--- src/rtl/wts_bank_mapper_if.sv ---
// MSX slot-side bus of the wave-table-sound MegaROM mapper.
// The CPU/slot side drives address, data and strobes; the mapper returns readback data.
interface wts_bank_mapper_if;
   logic [15:0] slot_a;
   logic [7:0]  slot_d_in;
   logic [7:0]  slot_d_out;
   logic        slot_d_oe;
   logic        slot_nsltsl;
   logic        slot_nmerq;
   logic        slot_nrd;
   logic        slot_nwr;

   modport master (
      output slot_a, slot_d_in, slot_nsltsl, slot_nmerq, slot_nrd, slot_nwr,
      input  slot_d_out, slot_d_oe
   );

   modport slave (
      input  slot_a, slot_d_in, slot_nsltsl, slot_nmerq, slot_nrd, slot_nwr,
      output slot_d_out, slot_d_oe
   );
endinterface

--- src/rtl/wts_bank_mapper.sv ---
// Parametrised MegaROM bank mapper: 2..4 switchable 8 KB pages from 0x4000,
// synchronised slot strobes, one bank-register commit per write access, registered outputs.
module wts_bank_mapper #(
   parameter int BANK_COUNT = 4,
   parameter int BANK_BITS  = 8,
   parameter int READBACK   = 0
) (
   input  logic                 clk,
   input  logic                 reset,
   wts_bank_mapper_if.slave     slot,
   input  logic                 mapper_mode,
   output logic                 mem_ncs,
   output logic [BANK_BITS-1:0] mem_a,
   output logic                 reg_wr_pulse
);
   localparam logic [1:0] ST_IDLE  = 2'd0;
   localparam logic [1:0] ST_ARMED = 2'd1;
   localparam logic [1:0] ST_DONE  = 2'd2;
   localparam logic [2:0] PAGES    = 3'(BANK_COUNT);
   localparam logic       RB       = (READBACK != 0);

   function automatic logic [BANK_BITS-1:0] to_bank(input logic [7:0] d);
      logic [BANK_BITS-1:0] r;
      r = {BANK_BITS{1'b0}};
      for (int i = 0; i < BANK_BITS && i < 8; i++) r[i] = d[i];
      return r;
   endfunction

   function automatic logic [7:0] to_byte(input logic [BANK_BITS-1:0] b);
      logic [7:0] r;
      r = 8'h00;
      for (int i = 0; i < BANK_BITS && i < 8; i++) r[i] = b[i];
      return r;
   endfunction

   // bit order {nsltsl, nmerq, nrd, nwr}
   logic [3:0]           sync1_r, sync2_r;
   logic [1:0]           fill_r;
   logic [1:0]           state_r, state_nxt_s;
   logic [BANK_BITS-1:0] bank_reg_r [BANK_COUNT];
   logic [BANK_BITS-1:0] eff_s;
   logic [2:0]           page_s;
   logic                 in_win_s, is_reg_s, fixed0_s;
   logic                 rd_q_s, wr_low_s, wr_high_s;
   logic                 rd_hit_s, drive_s, commit_s;
   logic                 unused_addr_s;

   assign page_s    = slot.slot_a[15:13] - 3'd2;
   assign in_win_s  = (page_s < PAGES);
   assign is_reg_s  = in_win_s && (slot.slot_a[12:11] == 2'b10);
   assign fixed0_s  = mapper_mode && (page_s == 3'd0);
   assign rd_q_s    = (sync2_r[3:1] == 3'b000);
   assign wr_low_s  = ({sync2_r[3:2], sync2_r[0]} == 3'b000);
   assign wr_high_s = ({sync2_r[3:2], sync2_r[0]} == 3'b111);
   assign rd_hit_s  = rd_q_s && in_win_s;
   assign drive_s   = rd_hit_s && is_reg_s && RB;
   assign commit_s  = (state_r == ST_ARMED) && wr_low_s && is_reg_s && !fixed0_s;
   assign unused_addr_s = ^slot.slot_a[10:0];

   // Effective bank of the addressed page, with page 0 pinned to bank 0 in fixed mode.
   always_comb begin
      eff_s = {BANK_BITS{1'b0}};
      for (int k = 0; k < BANK_COUNT; k++) begin
         eff_s = (page_s == 3'(k)) ? bank_reg_r[k] : eff_s;
      end
      eff_s = fixed0_s ? {BANK_BITS{1'b0}} : eff_s;
   end

   // Write detector next state; fill_r keeps it idle until the synchroniser holds real pin samples.
   always_comb begin
      state_nxt_s = state_r;
      case (state_r)
         ST_IDLE:  if (fill_r[1] && wr_high_s) state_nxt_s = ST_ARMED; else state_nxt_s = ST_IDLE;
         ST_ARMED: if (wr_low_s)               state_nxt_s = ST_DONE;  else state_nxt_s = ST_ARMED;
         ST_DONE:  if (!wr_low_s)              state_nxt_s = ST_ARMED; else state_nxt_s = ST_DONE;
         default:  state_nxt_s = ST_IDLE;
      endcase
   end

   // Strobe synchronisers and pipeline-fill tracker.
   always_ff @(posedge clk or posedge reset) begin
      if (reset) begin
         sync1_r <= 4'b1111;
         sync2_r <= 4'b1111;
         fill_r  <= 2'b00;
      end else begin
         sync1_r <= {slot.slot_nsltsl, slot.slot_nmerq, slot.slot_nrd, slot.slot_nwr};
         sync2_r <= sync1_r;
         fill_r  <= {fill_r[0], 1'b1};
      end
   end

   // Bank registers, write FSM and all registered outputs.
   always_ff @(posedge clk or posedge reset) begin
      if (reset) begin
         state_r         <= ST_IDLE;
         mem_ncs         <= 1'b1;
         mem_a           <= {BANK_BITS{1'b0}};
         reg_wr_pulse    <= 1'b0;
         slot.slot_d_oe  <= 1'b0;
         slot.slot_d_out <= 8'h00;
         for (int k = 0; k < BANK_COUNT; k++) bank_reg_r[k] <= BANK_BITS'(k);
      end else begin
         state_r         <= state_nxt_s;
         reg_wr_pulse    <= commit_s;
         mem_ncs         <= !(rd_hit_s && !drive_s);
         slot.slot_d_oe  <= drive_s;
         slot.slot_d_out <= drive_s ? to_byte(eff_s) : 8'h00;
         mem_a           <= in_win_s ? eff_s : mem_a;
         for (int k = 0; k < BANK_COUNT; k++) begin
            if (commit_s && (page_s == 3'(k))) bank_reg_r[k] <= to_bank(slot.slot_d_in);
         end
      end
   end
endmodule

--- src/flat_wrapper.sv ---
// flat-port wrapper written by rule: the top's interface ports become plain ports
module wts_bank_mapper_flat 
#(
   parameter int BANK_COUNT = 4,
   parameter int BANK_BITS  = 8,
   parameter int READBACK   = 0
)
  (clk, reset, mapper_mode, mem_ncs, mem_a, reg_wr_pulse, slot_slot_a, slot_slot_d_in, slot_slot_nsltsl, slot_slot_nmerq, slot_slot_nrd, slot_slot_nwr, slot_slot_d_out, slot_slot_d_oe);
  wts_bank_mapper_if slot_i ();
  input  logic clk;
  input  logic reset;
  input  logic mapper_mode;
  output logic mem_ncs;
  output logic [BANK_BITS-1:0] mem_a;
  output logic reg_wr_pulse;
  input wire logic [$bits(slot_i.slot_a)-1:0] slot_slot_a;
  input wire logic [$bits(slot_i.slot_d_in)-1:0] slot_slot_d_in;
  input wire logic [$bits(slot_i.slot_nsltsl)-1:0] slot_slot_nsltsl;
  input wire logic [$bits(slot_i.slot_nmerq)-1:0] slot_slot_nmerq;
  input wire logic [$bits(slot_i.slot_nrd)-1:0] slot_slot_nrd;
  input wire logic [$bits(slot_i.slot_nwr)-1:0] slot_slot_nwr;
  output wire logic [$bits(slot_i.slot_d_out)-1:0] slot_slot_d_out;
  output wire logic [$bits(slot_i.slot_d_oe)-1:0] slot_slot_d_oe;
  assign slot_i.slot_a = slot_slot_a;
  assign slot_i.slot_d_in = slot_slot_d_in;
  assign slot_i.slot_nsltsl = slot_slot_nsltsl;
  assign slot_i.slot_nmerq = slot_slot_nmerq;
  assign slot_i.slot_nrd = slot_slot_nrd;
  assign slot_i.slot_nwr = slot_slot_nwr;
  assign slot_slot_d_out = slot_i.slot_d_out;
  assign slot_slot_d_oe = slot_i.slot_d_oe;
  wts_bank_mapper #(.BANK_COUNT(BANK_COUNT), .BANK_BITS(BANK_BITS), .READBACK(READBACK)) u_core (.clk(clk), .reset(reset), .slot(slot_i), .mapper_mode(mapper_mode), .mem_ncs(mem_ncs), .mem_a(mem_a), .reg_wr_pulse(reg_wr_pulse));
endmodule
--- config.mk ---
export PLATFORM = sky130hd
export DESIGN_NAME = wts_bank_mapper_flat
export DESIGN_NICKNAME = d
export VERILOG_FILES = /design/src/rtl/wts_bank_mapper_if.sv /design/src/rtl/wts_bank_mapper.sv /design/src/flat_wrapper.sv
export SDC_FILE = /design/constraint.sdc
export NUM_CORES = 1
export LEC_CHECK = 0
export CAP_MARGIN = 20
export CORE_MARGIN = 3
export CORE_UTILIZATION = 45
export CTS_BUF_LIST = sky130_fd_sc_hd__clkbuf_4 sky130_fd_sc_hd__clkbuf_8 sky130_fd_sc_hd__clkbuf_16
export DETAILED_ROUTE_END_ITERATION = 8
export PLACE_DENSITY = 0.71
export SLEW_MARGIN = 10
export SYNTH_ARGS = -nofsm -noshare
export SYNTH_HDL_FRONTEND = slang
export SYNTH_SLANG_ARGS = --single-unit
--- constraint.sdc ---
create_clock -name clk -period 1.6 [get_ports clk]
set_input_delay 0.32 -clock clk [delete_from_list [all_inputs] [get_ports clk]]
set_output_delay 0.32 -clock clk [all_outputs]
set_load 0.1 [all_outputs]
==> results of run 1 <==
==> state kept, by name (all words and copies together) (netlist names) <==
signal               count
u_core.fill_r            2
u_core.bank_reg_r       32
u_core.state_r           2
u_core.mem_ncs           1
u_core.mem_a             8
u_core.sync2_r           4
u_core.reg_wr_pulse      1
u_core.sync1_r           4
==> worst max path at each step <==
stage / start / to / slack [ns] / depth (start not counted)
after detailed placement: slot_slot_a[11] / u_core.bank_reg_r[13] / -0.35 / 5
final: u_core.sync2_r[3] / u_core.bank_reg_r[13] / -0.12 / 4
after global placement: slot_slot_a[11] / u_core.bank_reg_r[12] / -0.31 / 5
after global routing: u_core.sync2_r[3] / u_core.bank_reg_r[13] / -0.18 / 4
after floorplan: u_core.sync2_r[0] / u_core.bank_reg_r[10] / -0.11 / 3
after CTS: u_core.sync2_r[3] / u_core.bank_reg_r[13] / -0.11 / 4
==> cells by family after synthesis <==
kind of cell	Yosys count
flip-flops	54
AND/OR/NAND/NOR	25
multiplexers	45
adder cells (fa/ha/maj)	3
XOR/XNOR	1
other	2
buffers and inverters	21
AO/OA/AOI/OAI	17
==> synthesized netlist by cell type, types with 3 or more instances <==
cell | number | area (um2)
a211oi_1 | 3 | 22.52
buf_4 | 9 | 67.56
dfrtp_1 | 41 | 1026
dfstp_2 | 13 | 341.6
ha_1 | 3 | 37.54
inv_1 | 7 | 26.28
mux2_2 | 32 | 360.4
mux2i_1 | 13 | 130.1
nand2_1 | 7 | 26.28
o221ai_1 | 6 | 52.55
==> stage by stage <==
stage / cells / hold slack [ns]
finish: 298 / 0.3301
global route: 298 / 0.3308
CTS: 296 / 0.3254
detailed placement: 286 / 0.3347
global placement: 286 / 0.3378
floorplan: 176 / 0.3245
==> critical path: cells and delay by family, from the launching register on <==
family                 cells  cell delay, ns
flip-flops                 1            0.38
multiplexers               1            0.31
buffers and inverters      1            0.19
AND/OR/NAND/NOR            2            0.73
==> routing by layer <==
metal	GRT usage [%]	vias to the layer above	wire length [um]
met5	0	-	0
met4	7.517	0	122
met3	4.587	10	216
met2	28.34	44	2395
met1	21.97	754	2061
li1	-	704	-
==> layout by cell type (no fill, tap or decap), types with 3 or more instances in the layout <==
cell             netlist  layout
clkdlybuf4s50_1        0      19
mux2_4                 0      15
mux2_2                32      17
conb_1                 2      10
clkbuf_8               0       7
buf_12                 0      11
a211oi_1               3       3
dfrtp_1               41      41
buf_4                  9      28
inv_1                  7       5
o221ai_1               6       6
mux2i_1               13      13
nand2_1                7       7
dfstp_2               13      13
buf_6                  1       3
==> timing repair <==
item / CTS / global route
buffers inserted: 2 / 2
endpoints found under the setup margin: 16 / 30
gates resized for setup: 13 / 10
pin swaps: 3 / 0
==> power breakdown <==
part / total [mW] / switching (mW) / internal (mW)
combinational: 0.776 / 0.430 / 0.345
sequential: 1.55 / 0.0707 / 1.48
clock: 0.823 / 0.426 / 0.397
==> area by class of cell <==
cell class	count	area [um2]	area share [%]
well taps	67	83.83	2.617
inverters	7	30.03	0.9375
clock inverters	1	8.758	0.2734
repair buffers	61	654.4	20.43
flip-flops and latches	54	1368	42.70
multi-input cells	101	962.2	30.04
clock buffers	7	96.34	3.008
==> results.md, run 1 <==
- Fmax: 0.5802 GHz
- Max Clock Skew: 0.01053 ns
- Post-cts hold buffer count: 0
- Worst-Skew Late Latency: 0.31 ns
- FFs w/ async S/R, synth: 100.0%
- Largest family of logic cells by synthesized area: multiplexers
- Status: complete, but fails checks
- Final hold vios: 0
- Initial core utilization: 48.00%
- Mapped Cells: 168
- Compound-Gate Fraction of Synth Area: 5.769%
- Synth Area in Simple Gates: 7.372%
- Warnings from Yosys: 0
- Drt drc: 0
- Core Area: 4880 um2
- Setup TNS: -1.219 ns
- CP max stage cell: or3_4
- Placement row count: 25
- Clock Path Buffers: 2
- Clk root buf: clkbuf_8
- GP Congestion: 0.8021
- Sequential area share after synthesis: 58.39%
- Reg-to-reg slack, setup: -0.12 ns
- Data arrival time of the worst path: 1.91 ns
- Initial antenna violation count: 0
- Total die area: 6107 um2
- Num CTS Buffers: 5
- Worst slack, placed: -0.3486 ns
- Post-synth top flop: dfrtp_1
- Crit path launch type: flip-flop
- Drt first pass iters: 4
- CP Class: reg -> reg
- Fin. max-slew vios: 0
- Initial DRC Count: 48
- Layout Utilization: 65.64%
- Period utilization: 107.7%
- Layout Area Growth over Synthesis: 36.75%
- FF-to-FF Start: u_core.sync2_r[3]
- Sink Count: 54
- XOR/XNOR Fraction of Synth Area: 0.3739%
- Dpl cell area: 2977 um2
- Routed vias: 1,512
- Max incr delay on CP: 0.41 ns
- Max-cap violations: 0
- Worst path required time: 1.79 ns
- Syn_area_per_cell: 13.94 um2
- Ports: 50
- DR vias/cell: 5.074
- Final #Nets: 264
- Antenna viol nets, final: 0
- Share of layout cells above drive strength 1: 45.89%
- IO Port Bufs: 29
- LEAKAGE: 1.489 nW
- Design area: 3203 um2
- Worst min path class: in -> async
- Post-synthesis cell area: 2342 um2
- Post-DP HPWL: 3332 um
- Final setup viols: 16
- TritonCTS clock tree: done
- Grt ovf: 0
- Crit path max fanout: 5
- Layout fillers: 363
- Synth unique cells: 37
- Number of global-route vias before repair: 1,603
- Largest net degree at the start of global routing: 26
- Failing checks: setup timing
- First-pass GRT wire length: 8086 um
- WL final: 4796 um
- #FFs+latches synth: 54
- Reg2reg path depth: 4
- Crit end category: flip-flop
- Die Span X: 78.15 um
- Mux contribution to synthesized area: 20.94%
- Peak VDD IR: 700.6 uV
- Die height: 78.15 um
- Htree depth: 2
- Power Dens Cells: 983.4 nW/um2
- Drt wl/cell: 16.09 um
- Worst R2R End: u_core.bank_reg_r[13]
- Post-synth EDFFs: 0
- Crit path time final: 1.724 ns
- Gr usage total: 17.42%
- Final WS setup: -0.1236 ns
- N_diodes: 0
- Clock Pin Slew Worst Setup and Hold Paths: 0.09 ns
- Worst-path cell chain: or3_4, nor4_4, buf_6, mux2_4
- Area share of fa/ha/maj cells after synthesis: 1.603%
- Power Total: 3.150 mW
- RSZ-0062 raised after global routing: true
Note: power is estimated with default switching activity, not from simulation.
==> run 2, diff against run 1 <==
--- a/config.mk
+++ b/config.mk
@@ -6,6 +6,7 @@
 export NUM_CORES = 1
 export LEC_CHECK = 0
 export CAP_MARGIN = 20
+export CORE_ASPECT_RATIO = 1.4
 export CORE_MARGIN = 3
 export CORE_UTILIZATION = 45
 export CTS_BUF_LIST = sky130_fd_sc_hd__clkbuf_4 sky130_fd_sc_hd__clkbuf_8 sky130_fd_sc_hd__clkbuf_16
==> run 2 against run 1 <==
Effect of this change:
- the flow still finishes with violations (setup timing)
- register-to-register slack got worse by 0.03 ns
- die area increased by 0.21%
- final cell count decreased by 2.3%
- critical path type unchanged
- highest routed layer unchanged
==> results.md, run 2 (synthesized netlist as in run 1, its figures left out) <==
- Crit path time final: 1.757 ns
- Clock Pin Slew Worst Setup and Hold Paths: 0.10 ns
- Drt wl/cell: 16.18 um
- Design area: 3193 um2
- Core Area: 4955 um2
- Worst path required time: 1.79 ns
- Initial core utilization: 47.27%
- Setup TNS: -1.493 ns
- IO Port Bufs: 29
- Worst min path class: in -> async
- Post-Place Cells: 280
- Routed vias: 1,514
- Failing checks: setup timing
- Layout Area Growth over Synthesis: 36.32%
- Total die area: 6119 um2
- Met3 Track Usage GR: 3.094%
- Max-cap violations: 0
- Final WS setup: -0.1568 ns
- Met2 Use GR: 28.97%
- Post-cts hold buffer count: 0
- Final non-filler cell total: 291
- Initial antenna violation count: 0
- GP Congestion: 0.7887
- Sink Count: 54
- Clk root buf: clkbuf_8
- Final #Nets: 260
- Grt ovf: 0
- Busiest grt layer: met2
- TritonCTS clock tree: done
- LEAKAGE: 1.489 nW
- Antenna viol nets, final: 0
- Top Registers: u_core.bank_reg_r x32, u_core.mem_a x8
- Share of layout cells above drive strength 1: 44.93%
- Layout Utilization: 64.44%
- Max Clock Skew: 0.01280 ns
- Biggest register: u_core.bank_reg_r
- First-pass GRT wire length: 7610 um
- Drt first pass iters: 4
- Status: complete, but fails checks
- Die Span X: 66.98 um
- Commonest cells after routing, fill and taps aside: dfrtp_1 (41), buf_4 (25), clkdlybuf4s50_1 (18)
- CP Class: reg -> reg
- Most common cell after layout, fill and taps aside: dfrtp_1
- RSZ-0062 raised after global routing: true
- Die height: 91.37 um
- Htree depth: 2
- Reg2reg path depth: 6
- Crit path launch type: flip-flop
- Power Dens Cells: 1014 nW/um2
- Data arrival time of the worst path: 1.94 ns
- Period utilization: 109.8%
- Worst-Skew Late Latency: 0.31 ns
- Fin. max-slew vios: 0
- Dpl cell area: 2963 um2
- N_diodes: 0
- Post-DP HPWL: 3349 um
- Gr usage total: 16.65%
- Final setup viols: 16
- Clock Path Buffers: 2
- Num CTS Buffers: 5
- Largest net degree at the start of global routing: 26
- Power Total: 3.239 mW
- DR vias/cell: 5.203
- Crit path max fanout: 8
- Final hold vios: 0
- Initial DRC Count: 42
- Drt drc: 0
- Number of global-route vias before repair: 1,530
- Grt met1 use: 19.62%
- Crit end category: flip-flop
- Max reg flops: 32
- Fmax: 0.5692 GHz
- Ports: 50
- Placement row count: 30
- Peak VDD IR: 750.5 uV
- WL final: 4707 um
==> run 2: layout make-up <==
cell class / instances / area (um2)
clock buffer: 7 / 90.09
clock inverter: 1 / 30.03
fill: 377 / 1762
inverter: 7 / 30.03
multi-input combinational: 101 / 963.4
sequential: 54 / 1368
tap: 64 / 80.08
timing repair buffer: 57 / 631.9
==> run 2: critical path, cell delays in order (launching register included) <==
cell and delay (ns):
dfrtp_1 0.40, inv_2 0.08, ha_4 0.12, nand3b_1 0.19, nor4_4 0.34, buf_6 0.20
mux2_4 0.31
==> run 2: report_power, final <==
group / switching (mW) / leakage, nW / internal, mW
sequential: 0.0721 / 0.694 / 1.48
clock: 0.418 / 0.0619 / 0.527
combinational: 0.418 / 0.734 / 0.323
==> run 2: timing repair <==
action | in CTS | in global routing
buffers inserted | 1 | 2
pin swaps | 1 | 2
gates resized for setup | 2 | 21
hold endpoints to repair | 0 | 0
setup endpoints to repair | 17 | 24
==> run 2: metal layers <==
| layer | share of wire, % | vias up |
|---|---|---|
| met5 | 0 | - |
| met4 | 2.0 | 0 |
| met3 | 4.0 | 9 |
| met2 | 54 | 38 |
| met1 | 40 | 764 |
| li1 | - | 703 |
==> run 2: path summary, 6_finish.rpt <==
check / slack [ns] / endpoint / startpoint
min in group clk: 0.36 / u_core.sync2_r[0] / u_core.sync1_r[0]
max reg2reg: -0.16 / u_core.bank_reg_r[8] / u_core.state_r[1]
min: 0.35 / u_core.mem_a[0] / reset
max: -0.16 / u_core.bank_reg_r[8] / u_core.state_r[1]
min reg2reg: 0.36 / u_core.sync2_r[0] / u_core.sync1_r[0]
max in group asynchronous: 0.77 / u_core.sync1_r[3] / reset
==> run 2: stage by stage <==
stage / setup slack, ns / hold slack (ns)
after floorplan: -0.1141 / 0.3245
after global placement: -0.2980 / 0.3321
after detailed placement: -0.3346 / 0.3472
after CTS: -0.1075 / 0.3591
after global routing: -0.2096 / 0.3624
final: -0.1568 / 0.3495
==> run 3, diff against run 2 <==
--- a/config.mk
+++ b/config.mk
@@ -5,7 +5,7 @@
 export SDC_FILE = /design/constraint.sdc
 export NUM_CORES = 1
 export LEC_CHECK = 0
-export CAP_MARGIN = 20
+export CAP_MARGIN = 30
 export CORE_ASPECT_RATIO = 1.4
 export CORE_MARGIN = 3
 export CORE_UTILIZATION = 45
==> results of run 3 <==
No change in the layout: final DEF, timing and power equal those of run 2.
